File: config.mk
export PLATFORM = sky130hd
export DESIGN_NAME = parity_check_sched
export DESIGN_NICKNAME = d
export VERILOG_FILES = /design/src/rtl/parity_sched_pkg.sv /design/src/rtl/parity_core.sv /design/src/rtl/parity_check_sched.sv
export SDC_FILE = /design/constraint.sdc
export NUM_CORES = 1
export LEC_CHECK = 0
export CORE_MARGIN = 5
export CORE_UTILIZATION = 51
export DETAILED_ROUTE_END_ITERATION = 7
export PLACE_DENSITY = 0.79
export SKIP_LAST_GASP = 1
export SLEW_MARGIN = 10
export SYNTH_ARGS = -nofsm -noshare
export SYNTH_HDL_FRONTEND = slang
export SYNTH_SLANG_ARGS = --single-unit
export TNS_END_PERCENT = 1
File: constraint.sdc
create_clock -name clk -period 2.1 [get_ports clk]
set_clock_uncertainty 0.05 [all_clocks]
set_input_delay 0.21 -clock clk [delete_from_list [all_inputs] [get_ports clk]]
set_output_delay 0.21 -clock clk [all_outputs]
set_load 0.01 [all_outputs]
File: src/rtl/parity_sched_pkg.sv
// Shared types and constants for the two-port parity-check scheduler.
// Holds the FSM encoding, frame/counter widths and the port indices.
package parity_sched_pkg;

    localparam int FRM_W = 5;
    localparam int CNT_W = 8;
    localparam logic [CNT_W-1:0] CNT_MAX = 8'd255;

    localparam logic PORT0 = 1'b0;
    localparam logic PORT1 = 1'b1;

    typedef enum logic [1:0] {
        ST_IDLE  = 2'd0,
        ST_GRANT = 2'd1,
        ST_CHECK = 2'd2,
        ST_RESP  = 2'd3
    } state_t;

    // Counters hold at the top value instead of wrapping.
    function automatic logic [CNT_W-1:0] sat_inc(input logic [CNT_W-1:0] v);
        return (v == CNT_MAX) ? v : v + CNT_W'(1);
    endfunction

endpackage

File: src/rtl/parity_core.sv
// Even-parity checker: pe=1 when the XOR of data and parity bits is odd.
module parity_core
    import parity_sched_pkg::*;
(
    input  logic [FRM_W-1:0] frame,
    output logic             pe
);

    assign pe = ^frame;

endmodule

File: src/rtl/parity_check_sched.sv
// Two-requester parity-check scheduler: arbitrates, captures a frame,
// checks its parity and returns a one-cycle result with per-port error counts.
module parity_check_sched
    import parity_sched_pkg::*;
(
    input  logic             clk,
    input  logic             rst_n,
    input  logic             req0,
    input  logic             req1,
    input  logic [FRM_W-1:0] frm0,
    input  logic [FRM_W-1:0] frm1,
    input  logic             clr_cnt,
    output logic             ack0,
    output logic             ack1,
    output logic             done0,
    output logic             done1,
    output logic             err0,
    output logic             err1,
    output logic [CNT_W-1:0] err_cnt0,
    output logic [CNT_W-1:0] err_cnt1,
    output logic             busy
);

    logic [1:0]       r_rst_sync;
    state_t           r_state;
    logic             r_last_grant;
    logic             r_sel;
    logic [FRM_W-1:0] r_frame;
    logic             r_res;
    logic             r_ack0;
    logic             r_ack1;
    logic             r_done0;
    logic             r_done1;
    logic             r_err0;
    logic             r_err1;
    logic             r_busy;
    logic [CNT_W-1:0] r_cnt0;
    logic [CNT_W-1:0] r_cnt1;

    logic             w_pe;
    logic             w_any_req;
    logic             w_pick;
    logic             w_run;

    parity_core u_core (
        .frame (r_frame),
        .pe    (w_pe)
    );

    // Reset release is delayed two edges so the FSM never starts on a metastable release.
    always_ff @(posedge clk or negedge rst_n) begin
        if (!rst_n) begin
            r_rst_sync <= 2'b00;
        end else begin
            r_rst_sync <= {r_rst_sync[0], 1'b1};
        end
    end

    assign w_run     = r_rst_sync[1];
    assign w_any_req = req0 | req1;

    // On contention the port that was not served last wins.
    always_comb begin
        w_pick = PORT0;
        if (req0 && req1) begin
            w_pick = ~r_last_grant;
        end else if (req1) begin
            w_pick = PORT1;
        end
    end

    always_ff @(posedge clk or negedge rst_n) begin
        if (!rst_n) begin
            r_state      <= ST_IDLE;
            r_last_grant <= PORT1;
            r_sel        <= PORT0;
            r_frame      <= '0;
            r_res        <= 1'b0;
            r_ack0       <= 1'b0;
            r_ack1       <= 1'b0;
            r_done0      <= 1'b0;
            r_done1      <= 1'b0;
            r_err0       <= 1'b0;
            r_err1       <= 1'b0;
            r_busy       <= 1'b0;
        end else if (w_run) begin
            case (r_state)
                ST_IDLE: begin
                    if (w_any_req) begin
                        r_state <= ST_GRANT;
                        r_sel   <= w_pick;
                        r_ack0  <= (w_pick == PORT0);
                        r_ack1  <= (w_pick == PORT1);
                        r_busy  <= 1'b1;
                    end
                end
                ST_GRANT: begin
                    r_frame <= (r_sel == PORT1) ? frm1 : frm0;
                    r_ack0  <= 1'b0;
                    r_ack1  <= 1'b0;
                    r_state <= ST_CHECK;
                end
                ST_CHECK: begin
                    r_res   <= w_pe;
                    r_done0 <= (r_sel == PORT0);
                    r_done1 <= (r_sel == PORT1);
                    r_err0  <= (r_sel == PORT0) & w_pe;
                    r_err1  <= (r_sel == PORT1) & w_pe;
                    r_state <= ST_RESP;
                end
                ST_RESP: begin
                    r_done0      <= 1'b0;
                    r_done1      <= 1'b0;
                    r_err0       <= 1'b0;
                    r_err1       <= 1'b0;
                    r_last_grant <= r_sel;
                    r_busy       <= 1'b0;
                    r_state      <= ST_IDLE;
                end
                default: begin
                    r_state <= ST_IDLE;
                end
            endcase
        end
    end

    // Clear has priority over the increment landing in the same CHECK cycle.
    always_ff @(posedge clk or negedge rst_n) begin
        if (!rst_n) begin
            r_cnt0 <= '0;
            r_cnt1 <= '0;
        end else if (w_run) begin
            if (clr_cnt) begin
                r_cnt0 <= '0;
                r_cnt1 <= '0;
            end else if (r_state == ST_CHECK && w_pe) begin
                if (r_sel == PORT0) begin
                    r_cnt0 <= sat_inc(r_cnt0);
                end else begin
                    r_cnt1 <= sat_inc(r_cnt1);
                end
            end
        end
    end

    assign ack0     = r_ack0;
    assign ack1     = r_ack1;
    assign done0    = r_done0;
    assign done1    = r_done1;
    assign err0     = r_err0;
    assign err1     = r_err1;
    assign busy     = r_busy;
    assign err_cnt0 = r_cnt0;
    assign err_cnt1 = r_cnt1;

endmodule

**After elaboration in Yosys (flattened, before gate mapping)**

Cells that the tools add are included.

- Register bits: 34
- Bits of input ports: 15
- Output and inout bits: 23
- Logic and storage cells: 72

- Add/subtract/negate cells: 2
- Eq/ne operators: 9
- Muxes and demuxes: 23
- Bitwise logic cells: 6
- Reductions and logical operators: 18

Operators by type and width:

| cell | count |
|---|---|
| 8-bit 2-to-1 mux | 8 |
| 8-bit by 1-bit adder with 8-bit output (second input constant) | 2 |
| 8-bit equality test (second input constant) | 2 |
| 1-bit case mux with 2 select lines | 7 |
| 2-bit nonzero test | 5 |
| 3-bit AND reduction | 3 |
| 2-bit != test (second input constant) | 4 |
| 2-bit case mux with 4 select lines | 1 |
| 2-bit AND reduction | 4 |
| 4-bit AND reduction | 2 |
| 1-bit 2-to-1 mux | 5 |
| 5-bit 2-to-1 mux | 1 |
| 5-bit XOR reduction | 1 |
| 2-bit equality test (second input constant) | 2 |
| 1-bit inverter | 3 |
| 1-bit AND | 2 |
| 2-bit by 1-bit equality test with 1-bit output (second input constant) | 1 |
| 1-bit logical AND | 2 |
| 2-bit logical NOT | 1 |
| 2-bit 2-to-1 mux | 1 |
| 1-bit bitwise OR | 1 |

**Logic depth before layout (Yosys ltp)**

- Depth after elaboration: 5
- Gate-level depth with buffers: 6
- Mapped depth without buffers: 6

**Hierarchy**

From an unflattened synthesis, not the netlist that was laid out.

- Cells, all modules: 182
- Area total of the unflattened synthesis: 1,836.8 um2

Modules (own cells, without submodules):

| module | times used | cells each | area each (um2) | sequential area each (um2) |
|---|---|---|---|---|
| parity_check_sched | 1 | 179 | 1,796.7 | 852.1 |
| parity_core | 1 | 3 | 40.0 | 0.0 |

**Worst setup path before layout**

Ideal clock, no wire load.

- Kind: register -> register
- Start: reg r_state[0]
- End: reg r_cnt0[3], in the netlist err_cnt0[3]
- Setup time: 0.120 ns
- Arrival time: 1.752 ns
- Data required time: 1.930 ns
- Path slack: 0.178 ns
- Cell stages (with the launch flop): 7
- Path buffers: 0
- Clock period less this slack: 1.922 ns
- Path through: dfrtp_1 -> inv_1 -> ha_1 -> nor2b_1 -> o21ai_0 -> or4_1 -> and3_1

- Cells in the longest elaborated chain, start to end: 4

Ends and longest elaborated chain:

| what | RTL line | text |
|---|---|---|
| from (decl) | parity_check_sched.sv:25 | `state_t r_state;` |
| from (signal assigned) | parity_check_sched.sv:74 | `r_state <= ST_IDLE;` |
| from (signal assigned) | parity_check_sched.sv:90 | `r_state <= ST_GRANT;` |
| from (signal assigned) | parity_check_sched.sv:101 | `r_state <= ST_CHECK;` |
| 2-bit equality test | n/a |  |
| 1-bit logical AND | parity_check_sched.sv:136 | `end else if (r_state == ST_CHECK && w_pe) begin` |
| 2-bit nonzero test (no source line) | n/a |  |
| 4-bit AND reduction (no source line) | n/a |  |
| to (signal assigned) | parity_check_sched.sv:138 | `r_cnt0 <= sat_inc(r_cnt0);` |
| to (decl) | parity_check_sched.sv:37 | `logic [CNT_W-1:0] r_cnt0;` |

Every way passes these cells.
A chain may end at the register's enable or synchronous reset.

**Final worst setup path**

- Start: reg r_frame[1]
- End: reg r_cnt0[6], in the netlist err_cnt0[6]

- Cells in the longest elaborated chain, start to end: 4

Ends and longest elaborated chain:

| what | RTL line | text |
|---|---|---|
| from (decl) | parity_check_sched.sv:28 | `logic [FRM_W-1:0] r_frame;` |
| from (signal assigned) | parity_check_sched.sv:98 | `r_frame <= (r_sel == PORT1) ? frm1 : frm0;` |
| 5-bit XOR reduction | parity_core.sv:9 | `assign pe = ^frame;` |
| 1-bit logical AND | parity_check_sched.sv:136 |  |
| 2-bit nonzero test (no source line) | n/a |  |
| 4-bit AND reduction (no source line) | n/a |  |

Every way passes these cells.

==> impl_metrics.yaml <==
clock_tree:
  htree_levels: 2
  numCtsBuffers: 5
  cts_hold_buf: 0
  cts_max_path_buffers: 2
  clkLatencyLatePin_ns: 0.28
  clk_pin_slew_ns: 0.06
  cts_root_buf: "clkbuf_8"
  cts_tree: "yes"
  cts_sinks: 34
flow_run:
  maxCapViolations: 0
routing:
  drtIter0Drc: 141
  wirelength_um: 4080
  drtAntennaViolNets: 0
  first_pass_iters: 4
  wl_per_cell_um: 14.3
  vias: 1630
  drc: 0
  viasPerCell: 5.70
logic_synthesis:
  synth_ff_type: "dfrtp_1"
  yosys_warnings: 0
  avgSynthCellArea_um2: 9.98
  synth_area_leaders: "dfrtp_1 44%, ha_1 4.6%, o21ai_0 3.7%"
  ys_async_sr_fraction_pct: 100
  synth_cell_type_count: 47
  synth_area_leader_cell: "dfrtp_1"
  synth_fp_nets: 212
  yosysMostFrequentCell: "dfrtp_1"
  netlist_area_um2: 1900
  synth.top_cells.by_count: "33 x dfrtp_1, 14 x o21ai_0, 13 x nand2_1, 12 x nor2_1, 11 x nand3_1"
  ys_seq_area_share_pct: 45.0
  synth_edf_count: 0
  syn_inst: 190
  ys_ff_latch: 34
  netlist.area_leader.share_pct: 43.6
timing:
  period_share_pct: 95.1
  rsz0062_at_grt: "no"
  worst_slack_ns: 0.104
  timing.fmax_mhz: 501
  finalHoldViolations: 0
  min_period_ns: 2.00
  setup_viol: 0
  holdWs_ns: 0.278
  tns_ns: 0
  slew_violations: 0
final_layout:
  antenna_cells: 0
  syn2layout_area_growth_pct: 30.0
  layout-drive-gt1-share_pct: 11.3
  fin_nets: 259
  instances_no_fill: 286
  stdcell_area_um2: 2460
placement:
  dpl.hpwl_um: 2950
  place_ws_ns: 0.0886
  placed_cell_area_um2: 2380
  io_buffers: 37
  place.gp.congestion: 0.865
  dp.cells: 278
floorplanning:
  core_area_um2: 3630
  die_y_um: 71.0
  io_pins: 38
  core.rowCount: 22
  die_x_um: 71.0
  initial_core_util_pct: 52.2
  dieArea_um2: 5040
worst_setup_path:
  ff2ff_path_depth: 5
  critPathMaxFanout: 23
  endpoint: "err_cnt0[6]"
  worstPathArrival_ns: 2.12
  r2r_slack_ns: 0.10
  cp-end-kind: "register"
  worstSetupPathType: "reg2reg"
  reg2reg_from: "r_frame[1]"
  startpoint: "r_frame[1]"
  r2r_end: "err_cnt0[6]"
  crit_required_ns: 2.22
  cp-start-kind: "register"
grt:
  grt_pass1_vias: 1525
  grt_pass1_wl_um: 6910
  grt.overflow.total: 0
  antenna_found_initial: 0
  grt_use_total_pct: 17.2
  grt_max_degree: 35
power_and_ir_drop:
  p_leak_nw: 1.01
  ir_drop_mv: 1.53
  power_density_nw_per_um2: 1200
worst_hold_path:
  min_path_type: "in2async"
status:
  status: "completed"
==> power breakdown <==
part	leakage [nW]	switching (mW)	internal [mW]
sequential	0.432	0.141	0.829
combinational	0.537	0.770	0.751
clock	0.0395	0.222	0.235
==> how the worst min path moves through the flow <==
stage	from	endpoint	slack (ns)	depth (start not counted)
finish	rst_n	err_cnt1[0]	0.28	2
CTS	rst_n	r_rst_sync[0]	0.29	2
floorplan	rst_n	ack0	-0.14	0
global placement	r_rst_sync[0]	r_rst_sync[1]	0.28	0
global route	rst_n	r_frame[2]	0.32	2
detailed placement	r_rst_sync[0]	r_rst_sync[1]	0.30	0
==> state kept, by name, summed over array words and instances, names as in the netlist <==
name,cells
done1,1
ack0,1
r_sel,1
done0,1
err0,1
err_cnt1,8
r_state,2
busy,1
r_rst_sync,2
err1,1
r_last_grant,1
err_cnt0,8
r_frame,5
ack1,1
==> routing by layer <==
metal	global-route usage, %	part of all wire [%]	vias to the layer above
li1	-	-	808
met1	22.2	46	757
met2	26.7	46	53
met3	5.40	5.5	12
met4	7.10	2.2	0
met5	0	0	-
==> critical path, stage by stage, from the launching register on <==
cell	delay, ns
dfrtp_1	0.35
xnor3_2	0.45
xnor2_2	0.17
buf_12	0.17
o31a_1	0.34
a221o_1	0.35
==> final cells by class <==
| cell class | count | area [um2] |
|---|---|---|
| multi-input cells | 140 | 981 |
| well taps | 48 | 60.1 |
| inverters | 9 | 33.8 |
| fillers | 316 | 1170 |
| flip-flops and latches | 34 | 852 |
| clock buffers | 8 | 80.1 |
| repair buffers | 47 | 458 |
==> cells by family after synthesis <==
| kind of cell | count (synthesis) | share of synthesized area [%] |
|---|---|---|
| AO/OA/AOI/OAI | 57 | 21.9 |
| multiplexers | 9 | 5.02 |
| flip-flops | 34 | 45.0 |
| buffers and inverters | 16 | 3.70 |
| other | 1 | 0.198 |
| XOR/XNOR | 3 | 2.57 |
| AND/OR/NAND/NOR | 63 | 17.0 |
| adder cells (fa/ha/maj) | 7 | 4.62 |
==> timing repair <==
| action | in CTS | in global routing |
|---|---|---|
| setup buffers | 0 | 0 |
| endpoints found under the setup margin | 0 | 3 |
| gates resized for setup | 0 | 2 |
==> cells in the final DEF (no fill, tap or decap), types with 6 or more instances in the layout <==
cell type,instances
a21oi_1,7
a22o_1,6
buf_4,9
clkdlybuf4s50_1,37
dfrtp_1,33
ha_1,7
inv_1,8
nand2_1,13
nand3_1,11
nor2_1,12
o21ai_0,14
o22a_1,7
==> through the flow <==
| step | util (%) | power, mW |
|---|---|---|
| 2_1_floorplan | - | 1.95 |
| 3_5_place_dp | 65.4 | 2.49 |
| 4_1_cts | 67.6 | 2.95 |
| 3_3_place_gp | 65.4 | 2.44 |
| 5_1_grt | 67.8 | 3.15 |
| 6_report | 67.8 | 2.95 |
Power figures use the tool's default switching activity.
